### config.mk
export PLATFORM = sky130hd
export DESIGN_NAME = regfile_writeback
export DESIGN_NICKNAME = d
export VERILOG_FILES = /design/src/rtl/regfile_writeback.sv
export SDC_FILE = /design/constraint.sdc
export NUM_CORES = 1
export LEC_CHECK = 0
export CAP_MARGIN = 20
export CORE_UTILIZATION = 45
export CTS_BUF_LIST = sky130_fd_sc_hd__clkbuf_2 sky130_fd_sc_hd__clkbuf_4 sky130_fd_sc_hd__clkbuf_8
export DETAILED_ROUTE_END_ITERATION = 7
export GPL_TIMING_DRIVEN = 1
export PLACE_DENSITY = 0.65
export SLEW_MARGIN = 20
export SYNTH_ARGS = -nofsm -noshare
export SYNTH_HDL_FRONTEND = slang
export SYNTH_SLANG_ARGS = --single-unit
### constraint.sdc
create_clock -name clock -period 6.8 [get_ports clock]
set_clock_uncertainty 0.05 [all_clocks]
set_input_delay 1.36 -clock clock [delete_from_list [all_inputs] [get_ports clock]]
set_output_delay 1.36 -clock clock [all_outputs]
set_load 0.005 [all_outputs]
### src/rtl/regfile_writeback.sv
`default_nettype none
// ============================================================================
// Module   : regfile_writeback
// Purpose  : Write-side master for the register file. Merges single-cycle ALU
//            results and variable-latency load results (buffered in a small
//            in-order queue) onto the file's single registered write port, and
//            keeps a per-register busy scoreboard for RAW hazard detection.
// Ports    : clock/reset          - rising-edge clock, async active-low reset
//            alu_valid/rd/data    - ALU result, never stalled
//            mem_valid/ready/rd/data - load result handshake into the queue
//            issue_valid/issue_rd - marks a destination busy at issue
//            chk_rs1/chk_rs2      - hazard lookup indices -> rs1_busy/rs2_busy
//            wEn/write_sel/write_data - registered register-file write port
//            q_count              - load queue occupancy
// Options  : WB_BYPASS_EN - adds rs1_fwd/rs2_fwd; a source matching the
//            register being written this cycle reads as not busy and gets
//            the write data forwarded.
// Revision : 1.0 - initial release
// ============================================================================
module regfile_writeback #(
    parameter int DEPTH  = 4,
    parameter int DATA_W = 32,
    parameter int ADDR_W = 5
) (
    input  logic                     clock,
    input  logic                     reset,
    input  logic                     alu_valid,
    input  logic [ADDR_W-1:0]        alu_rd,
    input  logic [DATA_W-1:0]        alu_data,
    input  logic                     mem_valid,
    output logic                     mem_ready,
    input  logic [ADDR_W-1:0]        mem_rd,
    input  logic [DATA_W-1:0]        mem_data,
    input  logic                     issue_valid,
    input  logic [ADDR_W-1:0]        issue_rd,
    input  logic [ADDR_W-1:0]        chk_rs1,
    input  logic [ADDR_W-1:0]        chk_rs2,
    output logic                     rs1_busy,
    output logic                     rs2_busy,
    output logic                     wEn,
    output logic [ADDR_W-1:0]        write_sel,
    output logic [DATA_W-1:0]        write_data,
    output logic [$clog2(DEPTH):0]   q_count
`ifdef WB_BYPASS_EN
    ,
    output logic [DATA_W-1:0]        rs1_fwd,
    output logic [DATA_W-1:0]        rs2_fwd
`endif
);

    localparam int PTR_W = $clog2(DEPTH);
    localparam int CNT_W = PTR_W + 1;
    localparam int NREG  = 2 ** ADDR_W;

    // ------------------------------------------------------------------
    // State
    // ------------------------------------------------------------------
    logic [PTR_W-1:0]  wr_ptr_q, wr_ptr_d;
    logic [PTR_W-1:0]  rd_ptr_q, rd_ptr_d;
    logic [CNT_W-1:0]  count_q,  count_d;
    logic [ADDR_W-1:0] qrd_q   [DEPTH];
    logic [ADDR_W-1:0] qrd_d   [DEPTH];
    logic [DATA_W-1:0] qdata_q [DEPTH];
    logic [DATA_W-1:0] qdata_d [DEPTH];
    logic              wen_q,  wen_d;
    logic [ADDR_W-1:0] sel_q,  sel_d;
    logic [DATA_W-1:0] data_q, data_d;
    logic [NREG-1:0]   busy_q, busy_d;

    logic alu_take;
    logic push;
    logic pop;

    // Writes to x0 are meaningless: such ALU results free the slot for the
    // queue, and such loads complete their handshake without being stored.
    assign alu_take  = alu_valid && (alu_rd != '0);
    // Ready depends on registered occupancy only; a same-cycle pop of a full
    // queue does not open a slot until the next cycle.
    assign mem_ready = (count_q != CNT_W'(DEPTH));
    assign push      = mem_valid && mem_ready && (mem_rd != '0);
    assign pop       = !alu_take && (count_q != '0);

    // ------------------------------------------------------------------
    // Load queue next state
    // ------------------------------------------------------------------
    always_comb begin
        wr_ptr_d = wr_ptr_q;
        rd_ptr_d = rd_ptr_q;
        count_d  = count_q;
        qrd_d    = qrd_q;
        qdata_d  = qdata_q;

        if (push) begin
            qrd_d[wr_ptr_q]   = mem_rd;
            qdata_d[wr_ptr_q] = mem_data;
            wr_ptr_d          = wr_ptr_q + PTR_W'(1);
        end
        if (pop) begin
            rd_ptr_d = rd_ptr_q + PTR_W'(1);
        end

        case ({push, pop})
            2'b10:   count_d = count_q + CNT_W'(1);
            2'b01:   count_d = count_q - CNT_W'(1);
            default: count_d = count_q;
        endcase
    end

    // ------------------------------------------------------------------
    // Write port selection: ALU first, then queue head, else hold index/data
    // ------------------------------------------------------------------
    always_comb begin
        wen_d  = 1'b0;
        sel_d  = sel_q;
        data_d = data_q;
        if (alu_take) begin
            wen_d  = 1'b1;
            sel_d  = alu_rd;
            data_d = alu_data;
        end else if (pop) begin
            wen_d  = 1'b1;
            sel_d  = qrd_q[rd_ptr_q];
            data_d = qdata_q[rd_ptr_q];
        end
    end

    // ------------------------------------------------------------------
    // Scoreboard: clear on the cycle a write is presented, set on issue.
    // The set is applied last so it wins a same-index race.
    // ------------------------------------------------------------------
    always_comb begin
        busy_d = busy_q;
        if (wen_q) begin
            busy_d[sel_q] = 1'b0;
        end
        if (issue_valid && (issue_rd != '0)) begin
            busy_d[issue_rd] = 1'b1;
        end
        busy_d[0] = 1'b0;
    end

    // ------------------------------------------------------------------
    // Registers
    // ------------------------------------------------------------------
    always_ff @(posedge clock or negedge reset) begin
        if (!reset) begin
            wr_ptr_q <= '0;
            rd_ptr_q <= '0;
            count_q  <= '0;
            for (int i = 0; i < DEPTH; i++) begin
                qrd_q[i]   <= '0;
                qdata_q[i] <= '0;
            end
            wen_q    <= 1'b0;
            sel_q    <= '0;
            data_q   <= '0;
            busy_q   <= '0;
        end else begin
            wr_ptr_q <= wr_ptr_d;
            rd_ptr_q <= rd_ptr_d;
            count_q  <= count_d;
            qrd_q    <= qrd_d;
            qdata_q  <= qdata_d;
            wen_q    <= wen_d;
            sel_q    <= sel_d;
            data_q   <= data_d;
            busy_q   <= busy_d;
        end
    end

    // ------------------------------------------------------------------
    // Outputs
    // ------------------------------------------------------------------
    assign wEn        = wen_q;
    assign write_sel  = sel_q;
    assign write_data = data_q;
    assign q_count    = count_q;

`ifdef WB_BYPASS_EN
    logic hit1;
    logic hit2;

    // The register being written this cycle is not yet visible in the file
    // read, so the consumer takes the value from the write port instead.
    assign hit1     = wen_q && (sel_q == chk_rs1) && (chk_rs1 != '0);
    assign hit2     = wen_q && (sel_q == chk_rs2) && (chk_rs2 != '0);
    assign rs1_busy = busy_q[chk_rs1] && !hit1;
    assign rs2_busy = busy_q[chk_rs2] && !hit2;
    assign rs1_fwd  = hit1 ? data_q : '0;
    assign rs2_fwd  = hit2 ? data_q : '0;
`else
    assign rs1_busy = busy_q[chk_rs1];
    assign rs2_busy = busy_q[chk_rs2];
`endif

endmodule
`default_nettype wire

==> results of run 1 <==
-- worst reg2reg max path: stages (launching register included) --
cell and delay [ns]:
sky130_fd_sc_hd__dfrtp_1 0.42, sky130_fd_sc_hd__or3b_2 0.54, sky130_fd_sc_hd__o211a_1 0.45, sky130_fd_sc_hd__inv_1 0.18
sky130_fd_sc_hd__ha_1 0.19, sky130_fd_sc_hd__inv_1 0.06, sky130_fd_sc_hd__fa_1 0.37, sky130_fd_sc_hd__xor2_1 0.15
sky130_fd_sc_hd__nor2_1 0.12, sky130_fd_sc_hd__xor2_1 0.14
-- Yosys cell counts (all sizes together) --
cell | n | area share [%]
o21ai | 64 | 2.9
a22o | 1 | 0.080
mux2i | 55 | 5.0
inv | 8 | 0.27
mux4 | 43 | 8.8
a21oi | 42 | 1.9
nand2b | 4 | 0.23
a211oi | 2 | 0.14
fa | 1 | 0.18
nor2b | 5 | 0.28
o211ai | 2 | 0.14
dfrtp | 224 | 51
a22oi | 4 | 0.27
nand3b | 11 | 0.75
nand4 | 2 | 0.11
nand3 | 12 | 0.55
xor2 | 3 | 0.24
ha | 5 | 0.57
buf | 29 | 3.0
o211a | 1 | 0.091
or3b | 7 | 0.56
or4 | 2 | 0.14
mux2 | 149 | 19
nor3 | 1 | 0.045
o2111ai | 2 | 0.16
nand2 | 10 | 0.93
clkbuf | 12 | 0.41
or3 | 2 | 0.11
nor2 | 43 | 1.5
xnor2 | 3 | 0.24
-- power by group --
part	internal, mW	switching (mW)
logic	1.63	0.902
registers	2.02	0.487
clock network	0.701	0.538
-- final cells by class --
cell class / count / area share (%)
Multi-Input combinational cell: 476 / 37.73
Sequential cell: 224 / 42.36
Timing Repair Buffer: 141 / 10.72
Clock inverter: 7 / 0.2835
Inverter: 8 / 0.2268
Clock buffer: 60 / 5.671
Tap cell: 319 / 3.015
-- cell families (layout without fill, tap and decap cells) --
group / count (synthesis) / after routing
compound gates: 118 / 118
xor+xnor: 6 / 6
fa+ha+maj: 6 / 6
buf+inv: 49 / 216
flops: 224 / 224
mux: 247 / 247
simple gates: 99 / 99
-- registers in the layout, summed over array words and instances, names as in the netlist, 2 cells and up --
| signal | count |
|---|---|
| qrd_q | 20 |
| wr_ptr_q | 2 |
| q_count | 3 |
| write_data | 32 |
| write_sel | 5 |
| busy_q | 31 |
| qdata_q | 128 |
| rd_ptr_q | 2 |
-- layer usage --
metal  up-vias  global-route usage (%)  share of wire [%]
met2       186                   30.35                 45
met5         -                       0              0.067
li1       3050                       -                  -
met1      3372                   28.49                 48
met4         2                   5.815                1.6
met3        39                   3.838                5.1
-- worst paths after layout --
path	slack (ns)	end	depth (start not counted)	from
hold reg to reg	0.45	qdata_q[64]	1	qdata_q[64]
min in group asynchronous	0.81	qdata_q[12]	1	reset
setup reg to reg	4.05	q_count[2]	9	q_count[1]
hold / removal	0.45	qdata_q[64]	1	qdata_q[64]
setup / recovery	1.85	rs1_busy	6	chk_rs1[1]
max in group asynchronous	4.77	busy_q[18]	2	reset
-- metrics by stage --
| stage | power (mW) | cell area (um^2) | std cells | utilization [%] | hold slack, ns |
|---|---|---|---|---|---|
| after CTS | 6.339 | 13240 | 1235 | 55.90 | 0.4546 |
| after global routing | 6.669 | 13240 | 1235 | 55.90 | 0.4625 |
| after floorplan | 4.330 | 10990 | 749 | - | 0.4238 |
| final | 6.270 | 13240 | 1235 | 55.90 | 0.4494 |
| after global placement | 5.011 | 12450 | 1168 | 52.57 | 0.4315 |
| after detailed placement | 5.059 | 12450 | 1168 | 52.57 | 0.4381 |
==> metrics list, run 1 <==
- The flow ran to the end, and the final reports show no timing, DRC or antenna violations.
* Final Hold Vio Count: 0
- Antenna violations before repair: 1
- TritonCTS clock tree: done
* Multiplexer fraction of the synthesized cell area: 33.19%
- Cell count after synthesis: 749
- VDD sags by at most 237.5 uV.
- The die covers 25,050 um^2.
- Before CTS, the worst setup slack after placement is 1.860 ns.
* Row count: 56
- In this design, the critical path's most frequently occurring cell is sky130_fd_sc_hd__clkdlybuf4s50_1.
- The cell sitting at the root of the clock tree is a sky130_fd_sc_hd__clkbuf_8.
- Dividing the synthesized area by the synthesized cell count gives 14.67 um^2.
- Crit path largest cell delay: 0.76 ns
* Starting DRC count in detailed routing: 272
* Power density normalized to cell area: 473.6 nW/um^2
- DRC violation count after routing: 0
- The clock net in this run drives a total of 224 sinks.
- Time the final worst path needs with I/O delays and setup: 4.952 ns
- Number of optimization iterations in the first detailed-route pass: 5
- In this run, synthesis produced a sequential element count of 224.
- Resize count post-CTS: 0
- For the pin with the worst max-slew slack, the measured transition is 1.115 ns.
* Req. time, crit path: 5.39 ns
* Height of the chip: 158.3 um
* Most frequent standard cell in the layout excluding fill and tap cells: sky130_fd_sc_hd__dfrtp_1
- Starting density of the core: 46.40%
* Max-capacitance violation count: 0
* Total vias in the final route: 6,649
- Buffers added to address setup during post-CTS repair amount to 0.
* HPWL Detailed: 14,250 um
- When the netlist entered floorplanning its net count stood at 849.
* Final WL: 23,720 um
- Area of the core: 23,680 um^2
* Crit-path leading delay family: buffers and inverters
- Peak Freq: 201.9 MHz
- Counting along the longest clock path gives a buffer depth of 3.
- Entering global routing, the biggest net connects 123 pins.
- By area, the combinational part of the netlist is dominated by multiplexers.
- Crit-path max FO: 10
- The synthesized netlist devotes 5.704% of its cell area to compound gates.
* Worst Path Class, Setup: input pin to output port
* Most frequent cells in the layout: 222 x sky130_fd_sc_hd__dfrtp_1, 136 x sky130_fd_sc_hd__clkdlybuf4s50_1, 120 x sky130_fd_sc_hd__mux2_4
- The die is 158.3 um wide.
- Cell Area, Synth: 10,990 um^2
- Buffers placed on the I/O ports in this run total 137.
- DRT antenna net count: 0
- The signal on the critical path passes through clkdlybuf4s50_1 > mux4_2 > nand2b_1 > o2111ai_1 > nand4_1 > clkdlybuf4s50_1.
- Critical Path Source Type: input pin
- Of the available clock period, the critical path in the final layout requires 72.82%.
- Global router's overall resource usage: 19.78%
- After Yosys synthesis, full adders, half adders and majority gates account for 0.7515% of the synthesized area.
* TritonCTS Buffers: 39
- Sequential elements use 51.01% of the synthesized area.
* LEAKAGE: 5.809 nW
* Worst-path clk slew: 0.06 ns
- Synth Area in Simple Gates: 5.180%
- Worst path slowest cell: sky130_fd_sc_hd__clkdlybuf4s50_1
- The post-route netlist has 30.46% of its cells at a drive strength greater than 1.
- Max Transition Viols Final: 0
- The via count of the first global-routing pass is 6,930.
* Number of top-level pins: 138
- Area used by multi-input combinational logic: 4995 um^2
- Summing the areas of all xor and xnor instances in the mapped netlist gives 0.4782% of the synthesized area.
- In this run, distinct cell masters in the synthesized netlist total 37.
- Register cell area after layout: 5608 um^2
* Summed negative setup slack over all endpoints: 0 ns
* Layout fillers: 2,050
* Slew HR: 25.66%
* Ys Warns: 0
- Total setup violations reported at the end of the flow: 0
* First-pass GRT wire length: 38,030 um
- Buffers inserted to repair hold after CTS numbered 0.
- ANT cells: 0
- Compared with the post-synthesis result, the final layout area differs by 20.47%.
- Wire length per cell after detailed routing: 19.21 um
* Clock latency at the later pin of the worst-skew pair: 0.52 ns
- Routability-driven placement finished with a final weighted congestion of 0.8145.
- H-tree Lvls: 2
* Setup repair after global routing missed its margin: no
- STA classifies the critical path endpoint as an output port.
* Post-layout nets: 990
- Summed over all layers, the global routing overflow is 0.
- For the worst setup path, the data arrival time is 3.54 ns.
* Number of vias per cell: 5.384
- CP bufs+invs: 2
- Classification of the worst-slack hold path: flop to flop
- Setup slack on the critical path of the routed design comes to 1.848 ns.
(Power assumes the default switching activity.)
==> run 2, diff against run 1 <==
==> constraint.sdc (replaced) <==
create_clock -name clock -period 4.8 [get_ports clock]
set_clock_uncertainty 0.05 [all_clocks]
set_input_delay 0.96 -clock clock [delete_from_list [all_inputs] [get_ports clock]]
set_output_delay 0.96 -clock clock [all_outputs]
set_load 0.005 [all_outputs]
==> run 2 against run 1 <==
  * Die area unchanged
  * Final area grew 0.22%
  * Worst setup slack worse by 1.2 ns
  * Final cell count grew 0.24%
  * Hold slack worse by 0.053 ns
  * Clock power up 42%
  * Sequential share of layout area shrank 0.073 points
  * Utilization is 0.12 points higher
  * Combinational power grew 41%
  * Sequential cell count did not move
  * Non-clock buffer count up 2
  * Highest routed layer unchanged
==> metrics list, run 2 (synthesis gave the netlist of run 1 again) <==
- The run finished with clean final reports.
- Counting flops per register, the top entry is qdata_q.
- Setup repair after global routing left no endpoint under its margin.
* Overall die area: 25,050 um^2 (unchanged)
- In the layout the commonest cells are 222 x sky130_fd_sc_hd__dfrtp_1, 136 x sky130_fd_sc_hd__clkdlybuf4s50_1, 120 x sky130_fd_sc_hd__mux2_4.
* HPWL Detailed: 14,880 um (+4.4%)
* Number of vias per cell: 5.414 (+0.55%)
* Transition time at the pin with the least slew margin: 0.7877 ns (-0.3274 ns)
* Summed negative setup slack over all endpoints: 0 ns (unchanged)
* Resize count post-CTS: 0 (unchanged)
- The setup slack of the worst register-to-register path is 2.04 ns (-2.01 ns).
- Most frequent standard cell in the layout excluding fill and tap cells: sky130_fd_sc_hd__dfrtp_1
- Slew HR: 47.49% (+22 points)
- The number of antenna-violating nets in the routed design came to 0 (unchanged).
- Setup Slack @ Placement: 0.6791 ns (-1.181 ns)
* Number of top-level pins: 138 (unchanged)
- Power density normalized to cell area: 671.9 nW/um^2 (+42%)
- Clock latency at the later pin of the worst-skew pair: 0.53 ns (about the same)
- For the finished layout, the period the worst path requires is 4.141 ns.
* Req. time, crit path: 3.79 ns (-1.60 ns)
* Worst Path Class, Setup: input pin to output port
* TritonCTS clock tree: done
* Horizontal extent of the die: 158.3 um (unchanged)
* Tot Pwr: 8.915 mW (+42%)
- The final global-route overflow total was 0 (unchanged).
* Met3 global-route usage: 3.947% (+0.11 points)
* First-pass GRT wire length: 39,280 um (+3.3%)
- The max capacitance violation total was 0 (unchanged).
- Worst-path clk slew: 0.06 ns (about the same)
- Height of the chip: 158.3 um (unchanged)
- The remaining routing DRC violations was 0 (unchanged).
- The path class of the tightest hold or removal check is input pin to async pin.
- Worst reg2reg path startpoint: q_count[1]
- The total number of nets in the final design was 992 (+0.20%).
- Post-CTS Setup Bufs: 0 (unchanged)
* Max Transition Viols Final: 0 (unchanged)
- Starting density of the core: 46.40% (unchanged)
- The number of buffers on the longest clock path is 3 (unchanged).
- The standard cell area after detailed placement is 12,470 um^2 (+0.12%).
- Post-Route Utilization: 56.02% (+0.12 points)
- H-tree Lvls: 2 (unchanged)
* Type of destination of the critical path: output port
* Crit-path max FO: 10 (unchanged)
- Via count of the first global-routing pass: 7,086 (+2.3%)
- The largest voltage drop on the vdd net was 351.1 uV (+48%).
- Routing usage on met2: 30.91% (+0.56 points)
- The number of antenna repair diodes was 0 (unchanged).
- Clk sinks: 224 (unchanged)
- Arrival time at the worst endpoint: 3.13 ns (-0.41 ns)
- CTS root buffer: sky130_fd_sc_hd__clkbuf_8
- The global router's overall resource usage came to 20.20% (+0.42 points).
- Final WL: 24,010 um (+1.2%)
- Path depth of the worst reg2reg path: 9 (unchanged)
- The number of detailed-route iterations in the first pass is 4 (-1).
* Share of the clock period used by the worst path after layout: 86.27%
- The number of hold-slack violations in the final timing report came to 0 (unchanged).
- Starting DRC count in detailed routing: 294 (+8.1%)
* Gp weighted congestion: 0.8356 (+2.6%)
* Antenna violations before repair: 1 (unchanged)
* Layer carrying the most global-route usage: met2
- Setup slack after layout: 0.6590 ns (-1.189 ns)
- TritonCTS Buffers: 39 (unchanged)
- Area of the core: 23,680 um^2 (unchanged)
- Post-route cell area: 13,270 um^2 (+0.22%)
* LEAKAGE: 5.830 nW (+0.36%)
- The vias after detailed routing is 6,702 (+0.80%).
* Share of final-layout standard cells stronger than drive strength 1: 30.69% (+0.23 points)
- From synthesis to final layout, the design area changed by 20.73%.
* Wire length per cell after detailed routing: 19.39 um (+0.96%)
- Critical Path Source Type: input pin
- The cell row count is 56 (unchanged).
- The number of endpoints failing setup at the final stage was 0 (unchanged).
- Count of buffers inserted at the top-level ports: 137 (unchanged)
- In this run the critical register-to-register path is captured at q_count[2].
* Max reg flops: 128 (unchanged)
* Met1 Resource Use GR: 29.26% (+0.76 points)
- Number of hold-repair buffers added at the cts stage: 0 (unchanged)
- Peak Freq: 241.5 MHz
* Maximum number of pins on one net before global-route repair: 97 (-21%)
==> run 2: cell count changes in the layout (fill, tap and decap cells not counted), sizes merged <==
cell      previous run  this run
buf                  5         7
clkinv               6         7
clkinvlp             1         0
clkbuf              60        61
==> run 2: area by class of cell <==
| cell class | instances | area, um^2 |
|---|---|---|
| multi-input cells | 476 | 4995 |
| flip-flops and latches | 224 | 5610 |
| fillers | 2013 | 10420 |
| clock buffers | 61 | 764.5 |
| inverters | 8 | 30.03 |
| well taps | 319 | 399.1 |
| repair buffers | 143 | 1434 |
| clock inverters | 7 | 35.03 |
==> run 2: how the worst max path moves through the flow <==
stage / from / to / slack [ns] / depth (start not counted)
after global placement: chk_rs1[1] / rs1_busy / 0.71 / 6
after detailed placement: chk_rs1[1] / rs1_busy / 0.68 / 6
after global routing: chk_rs2[1] / rs2_busy / 0.53 / 6
after CTS: chk_rs1[1] / rs1_busy / 0.67 / 6
after floorplan: chk_rs1[1] / rs1_busy / 1.62 / 5
final: chk_rs1[1] / rs1_busy / 0.66 / 6
==> run 2: routing by layer <==
metal,wire length [um],vias up
li1,-,3053
met1,11500,3434
met2,10890,176
met3,1223,37
met4,378,2
met5,13,-
==> run 2: worst max-delay path: stages <==
cell,delay [ns]
sky130_fd_sc_hd__clkdlybuf4s50_1,0.73
sky130_fd_sc_hd__mux4_2,0.55
sky130_fd_sc_hd__nand2b_1,0.15
sky130_fd_sc_hd__o2111ai_1,0.14
sky130_fd_sc_hd__nand4_1,0.13
sky130_fd_sc_hd__clkdlybuf4s50_1,0.47
==> run 2: where the power goes <==
part | total, mW | internal, mW | switching (mW)
Sequential | 3.59 | 2.86 | 0.735
Clock | 1.76 | 1.01 | 0.754
Combinational | 3.56 | 2.30 | 1.25
==> run 2: metrics by stage <==
step / std cells / hold slack [ns]
2_1_floorplan: 749 / 0.4238
3_3_place_gp: 1170 / 0.4330
3_5_place_dp: 1170 / 0.4401
4_1_cts: 1238 / 0.4078
5_1_grt: 1238 / 0.4274
6_report: 1238 / 0.3962
==> variant 1: new RTL, settings of run 2 <==
Register the output `q_count` once more, cleared by the reset; this adds one clock of latency there. The other outputs are not delayed to match.
--- a/src/rtl/regfile_writeback.sv
+++ b/src/rtl/regfile_writeback.sv
@@ -175,5 +175,11 @@
     assign write_sel  = sel_q;
     assign write_data = data_q;
-    assign q_count    = count_q;
+    always_ff @(posedge clock or negedge reset) begin
+        if (!reset) begin
+            q_count <= '0;
+        end else begin
+            q_count <= count_q;
+        end
+    end
 
 `ifdef WB_BYPASS_EN
Formal check against the unedited RTL: not equivalent (Yosys sat finds a counterexample within 4 cycles, from zero or initial values and one cycle with reset low).
==> variant 1 against run 2 <==
Sequential power increased by 2%; register-to-register slack better by 120 ps; critical path type unchanged; power grew 1.3%; sequential cell count rose by 3; synthesized area up 0.74%; worst setup slack worse by 57 ps; synthesized cell count rose by 0.67%; routed wire length is 0.55% higher; cell area up 0.85%.
==> variant 1: results (changes against run 2) <==
- Largest net degree at the start of global routing: 122 (+26%)
- Clk slew on worst S/H paths: 60 ps (about the same)
- CP delay by family, top: buffers and inverters
- Max reg flops: 128 (unchanged)
- Commonest cells post-synth: 227 x dfrtp_1, 120 x mux2_4, 63 x o21ai_0, 54 x mux2i_1, 45 x nor2_1
- Slowest Stage Delay on Critical Path: 730 ps (about the same)
- CTS root buf: clkbuf_8
- Port Buffer Count: 137 (unchanged)
- Internal: 6.28 mW (+1.8%)
- Post-CTS Setup Bufs: 0 (unchanged)
- Lkg Pwr: 5.87 nW (+0.77%)
- Reg-to-reg endpoint: count_q[2]$_DFFE_PN0P_
- Final Hold Fails: 0 (unchanged)
- CP Max Fanout: 10 (unchanged)
- Worst EP arrival: 3190 ps (+60 ps)
- Part of the Yosys area used for sequential elements: 0.513 (+0.00303)
- Fraction of layout cells with a size suffix above 1: 0.304 (-0.00241)
- Outcome: completed
- GRT Util Overall: 0.197 (-0.00505)
- Clock buffer depth: 3 (unchanged)
- FF-to-FF Start: count_q[0]$_DFFE_PN0P_
- Ant diodes: 0 (unchanged)
- Worst Hold Class: register to register
- Fill cells: 2063 (+2.5%)
- Worst vdd ir: 0.286 mV (-19%)
- DP HPWL: 14.6 mm (-1.8%)
- Distinct cells, synth: 38 (+2.7%)
- Worst R2R Setup Slack: 2160 ps (+120 ps)
- Placement-stage cell area: 12600 µm² (+0.69%)
- Nets@finish: 998 (+0.60%)
- First-pass GRT wire length: 39.6 mm (+0.70%)
- Largest cells by area after synthesis: dfrtp_1 51%, mux2_4 16%, mux4_2 8.7%
- Worst-margin pin slew: 1100 ps (+316 ps)
- Final wirelength: 24.1 mm (+0.55%)
- Initial DRC count: 293 (-0.34%)
- Initial antenna violation count: 0 (-1)
- H-tree lvl count: 2 (unchanged)
- Vias in the first global route: 7169 (+1.2%)
- GP Congestion: 0.839 (+0.36%)
- Post-CTS sizing: 0 (unchanged)
- Prevailing post-synth register cell: dfrtp_1
- Slowest stage cell, crit path: clkdlybuf4s50_1
- Crit. Startpoint: chk_rs1[1]
- Synthesized Nets: 854 (+0.59%)
- Vias post-DR: 6699 (-0.045%)
- YS warnings: 0 (unchanged)
- Total CTS buffers: 40 (+2.6%)
- Pre-Repair DR Iteration Count: 4 (unchanged)
==> variant 1: cell count changes in the layout (fill, tap and decap cells not counted), sizes merged, moves of 2 or more <==
cell / before / now
clkbuf: 61 / 63
clkinv: 7 / 2
dfrtp: 224 / 227
mux2: 149 / 151
nand2: 10 / 12
nor2: 43 / 45
or3b: 7 / 5
==> variant 1: cell type report <==
class | instances | share of cell area
Clock inverter | 4 | 0.00365
Timing Repair Buffer | 143 | 0.107
Clock buffer | 63 | 0.0583
Inverter | 8 | 0.00224
Sequential cell | 227 | 0.425
Multi-Input combinational cell | 478 | 0.374
Tap cell | 324 | 0.0303
==> variant 1: through the flow <==
stage,power (mW),setup slack [ps],util,hold WS (ps),std cells
after floorplan,6.18,1620,-,338,754
after global placement,7.16,682,0.518,386,1180
after detailed placement,7.24,611,0.518,384,1180
after CTS,9.14,601,0.552,402,1247
after global routing,9.59,532,0.552,425,1247
final,9.03,602,0.552,393,1247
==> variant 1: worst min path at each step <==
stage,start,endpoint,slack (ps),cells past startpoint
2_1_floorplan,count_q[1]$_DFFE_PN0P_,q_count[1]$_DFF_PN0_,340,0
3_3_place_gp,count_q[1]$_DFFE_PN0P_,q_count[1]$_DFF_PN0_,390,0
3_5_place_dp,count_q[1]$_DFFE_PN0P_,q_count[1]$_DFF_PN0_,380,0
4_1_cts,count_q[1]$_DFFE_PN0P_,q_count[1]$_DFF_PN0_,400,0
5_1_grt,count_q[1]$_DFFE_PN0P_,q_count[1]$_DFF_PN0_,420,0
6_report,count_q[1]$_DFFE_PN0P_,q_count[1]$_DFF_PN0_,390,0
==> variant 1: power groups by stage <==
stage / Combinational [mW] / Sequential (mW) / Clock, mW
2_1_floorplan: 2.87 / 3.31 / 0
3_3_place_gp: 3.49 / 3.67 / 0
3_5_place_dp: 3.56 / 3.69 / 0
4_1_cts: 3.56 / 3.68 / 1.91
5_1_grt: 3.79 / 3.81 / 1.99
6_report: 3.51 / 3.67 / 1.85
==> variant 1: kinds of logic after synthesis <==
family | after synthesis | share of synthesized area
AND/OR/NAND/NOR | 103 | 0.0526
multiplexers | 248 | 0.331
flip-flops | 227 | 0.513
XOR/XNOR | 6 | 0.00475
AO/OA/AOI/OAI | 115 | 0.0548
buffers and inverters | 49 | 0.0367
adder cells (fa/ha/maj) | 6 | 0.00746
==> variant 1: routing by layer <==
layer / global-route usage / vias to the layer above / part of all wire
met5: 0 / - / 0
met4: 0.0568 / 0 / 0.017
met3: 0.0423 / 38 / 0.051
met2: 0.301 / 170 / 0.46
met1: 0.283 / 3441 / 0.47
li1: - / 3050 / -
==> variant 2: new RTL, config.mk and constraints of run 2 <==
Made on the original files. Set the parameter `ADDR_W` to 7 (it was 5).
--- a/src/rtl/regfile_writeback.sv
+++ b/src/rtl/regfile_writeback.sv
@@ -21,5 +21,5 @@
     parameter int DEPTH  = 4,
     parameter int DATA_W = 32,
-    parameter int ADDR_W = 5
+    parameter int ADDR_W = 7
 ) (
     input  logic                     clock,
Ports: changed (6 resized); port bits go from 138 to 150. The function was not compared with the original's and may differ.
==> variant 2 against run 2 <==
The run now ends with design-rule violations left; non-clock buffer count up 31; register-to-register slack improved by 230 ps; utilization fell by 1.6 points; power rose by 38%; cell area grew 46%; global-route usage grew 4.5 points; sequential cell count grew 106; die area is 48% higher; synthesized cell count rose by 73%; synthesized area up 49%; routed wire length increased by 85%; worst setup slack lost 290 ps.
==> variant 2: results (changes against run 2) <==
- First-pass GRT wire length: 68.7 mm (+75%)
- Worst R2R Setup Slack: 2270 ps (+230 ps)
- Lkg Pwr: 7.49 nW (+29%)
- Worst EP arrival: 3420 ps (+290 ps)
- Part of the Yosys area used for sequential elements: 0.505 (-0.00487)
- Vias in the first global route: 11700 (+66%)
- Drt drc: 20 (+20)
- Synth Area in XOR/XNOR: 0.00321 (-0.00157)
- Initial antenna violation count: 3 (+2)
- Distinct cells, synth: 48 (+30%)
- Initial DRC count: 898 (+210%)
- Worst setup path end: rs2_busy
- GRT met2 Usage: 0.391 (+0.0817)
- M1 GR Usage: 0.332 (+0.0394)
- Reg-to-reg endpoint: write_data[25]$_DFFE_PN0P_
- Worst vdd ir: 0.314 mV (-11%)
- Outcome: finished with violations
- Met1 Wirelength: 18.9 mm (+64%)
- Via density: 6.01 (+11%)
- DP HPWL: 29.5 mm (+98%)
- Prevailing post-synth register cell: dfrtp_1
- Hold slack: 278 ps (-119 ps)
- Nets@finish: 1547 (+56%)
- Place WS: 400 ps (-279 ps)
- Final wirelength: 44.5 mm (+85%)
- Met3 WL: 3.29 mm (+170%)
- GRT Util Overall: 0.247 (+0.0452)
- Mux share of post-synthesis cell area: 0.280 (-0.0518)
- Fill cells: 3045 (+51%)
- Synthesized Nets: 1403 (+65%)
- Largest cells by area after synthesis: dfrtp_1 51%, mux4_2 13%, mux2_2 11%
- Pre-Repair DR Iteration Count: 7 (+3)
- GP Congestion: 0.931 (+11%)
- Largest net degree at the start of global routing: 96 (-1.0%)
- Max layer used: met5
- Synth Area in Compound Gates: 0.110 (+0.0526)
- Max reg flops: 128 (unchanged)
- Placement-stage cell area: 18200 µm² (+46%)
- Placed insts: 1841 (+57%)
- Port Buffer Count: 149 (+8.8%)
- CP Max Fanout: 29 (+19)
- Synth Area in Adders: 0.00505 (-0.00246)
- CTS root buf: clkbuf_8
- Clock Latency Late Sink: 660 ps (+130 ps)
- Mapped Cells: 1293 (+73%)
- Fraction of layout cells with a size suffix above 1: 0.276 (-0.0305)
- FF-to-FF Start: rd_ptr_q[0]$_DFFE_PN0P_
- Reg2reg path depth: 4 (-5)
- DR WL/cell: 22.9 µm (+18%)
- Slew HR: 0.324 (-0.151)
- Met2 routed WL: 21.2 mm (+94%)
- Area of the multi-input gates: 7540 µm² (+51%)
- Total CTS buffers: 55 (+41%)
- Fmax: 0.226 GHz (-6.5%)
- Slowest Stage Delay on Critical Path: 520 ps (-210 ps)
- M3 GR Usage: 0.0589 (+0.0195)
- Slowest stage cell, crit path: mux4_2
- Commonest cells post-synth: 330 x dfrtp_1, 249 x o21ai_0, 165 x mux2_2, 95 x mux4_2, 58 x mux2i_1
- Failing checks: design-rule violations
- Crit. Startpoint: chk_rs2[1]
## variant 2: cell types whose count changed after synthesis, moves of 12 or more
cell | before | now
clkbuf_1 | 12 | 26
mux2_2 | 29 | 165
mux4_2 | 43 | 95
buf_2 | 12 | 26
o21ai_0 | 63 | 249
buf_4 | 1 | 22
nand2_1 | 6 | 46
nand3_1 | 12 | 35
buf_12 | 12 | 0
dfrtp_1 | 224 | 330
mux2_4 | 120 | 0
nor3_1 | 1 | 13
## variant 2: area by class of cell
type / instances / share of cell area
flip-flops and latches: 330 / 0.426
multi-input cells: 864 / 0.388
repair buffers: 174 / 0.0915
clock buffers: 91 / 0.0571
well taps: 461 / 0.0297
clock inverters: 9 / 0.00503
inverters: 12 / 0.00232
diodes: 2 / 0.000258
## variant 2: report_power, final
part,total [mW],switching (mW),internal [mW]
Sequential,5.19,1.07,4.12
Combinational,4.40,1.85,2.56
Clock,2.71,1.19,1.52
Total,12.3,4.11,8.19
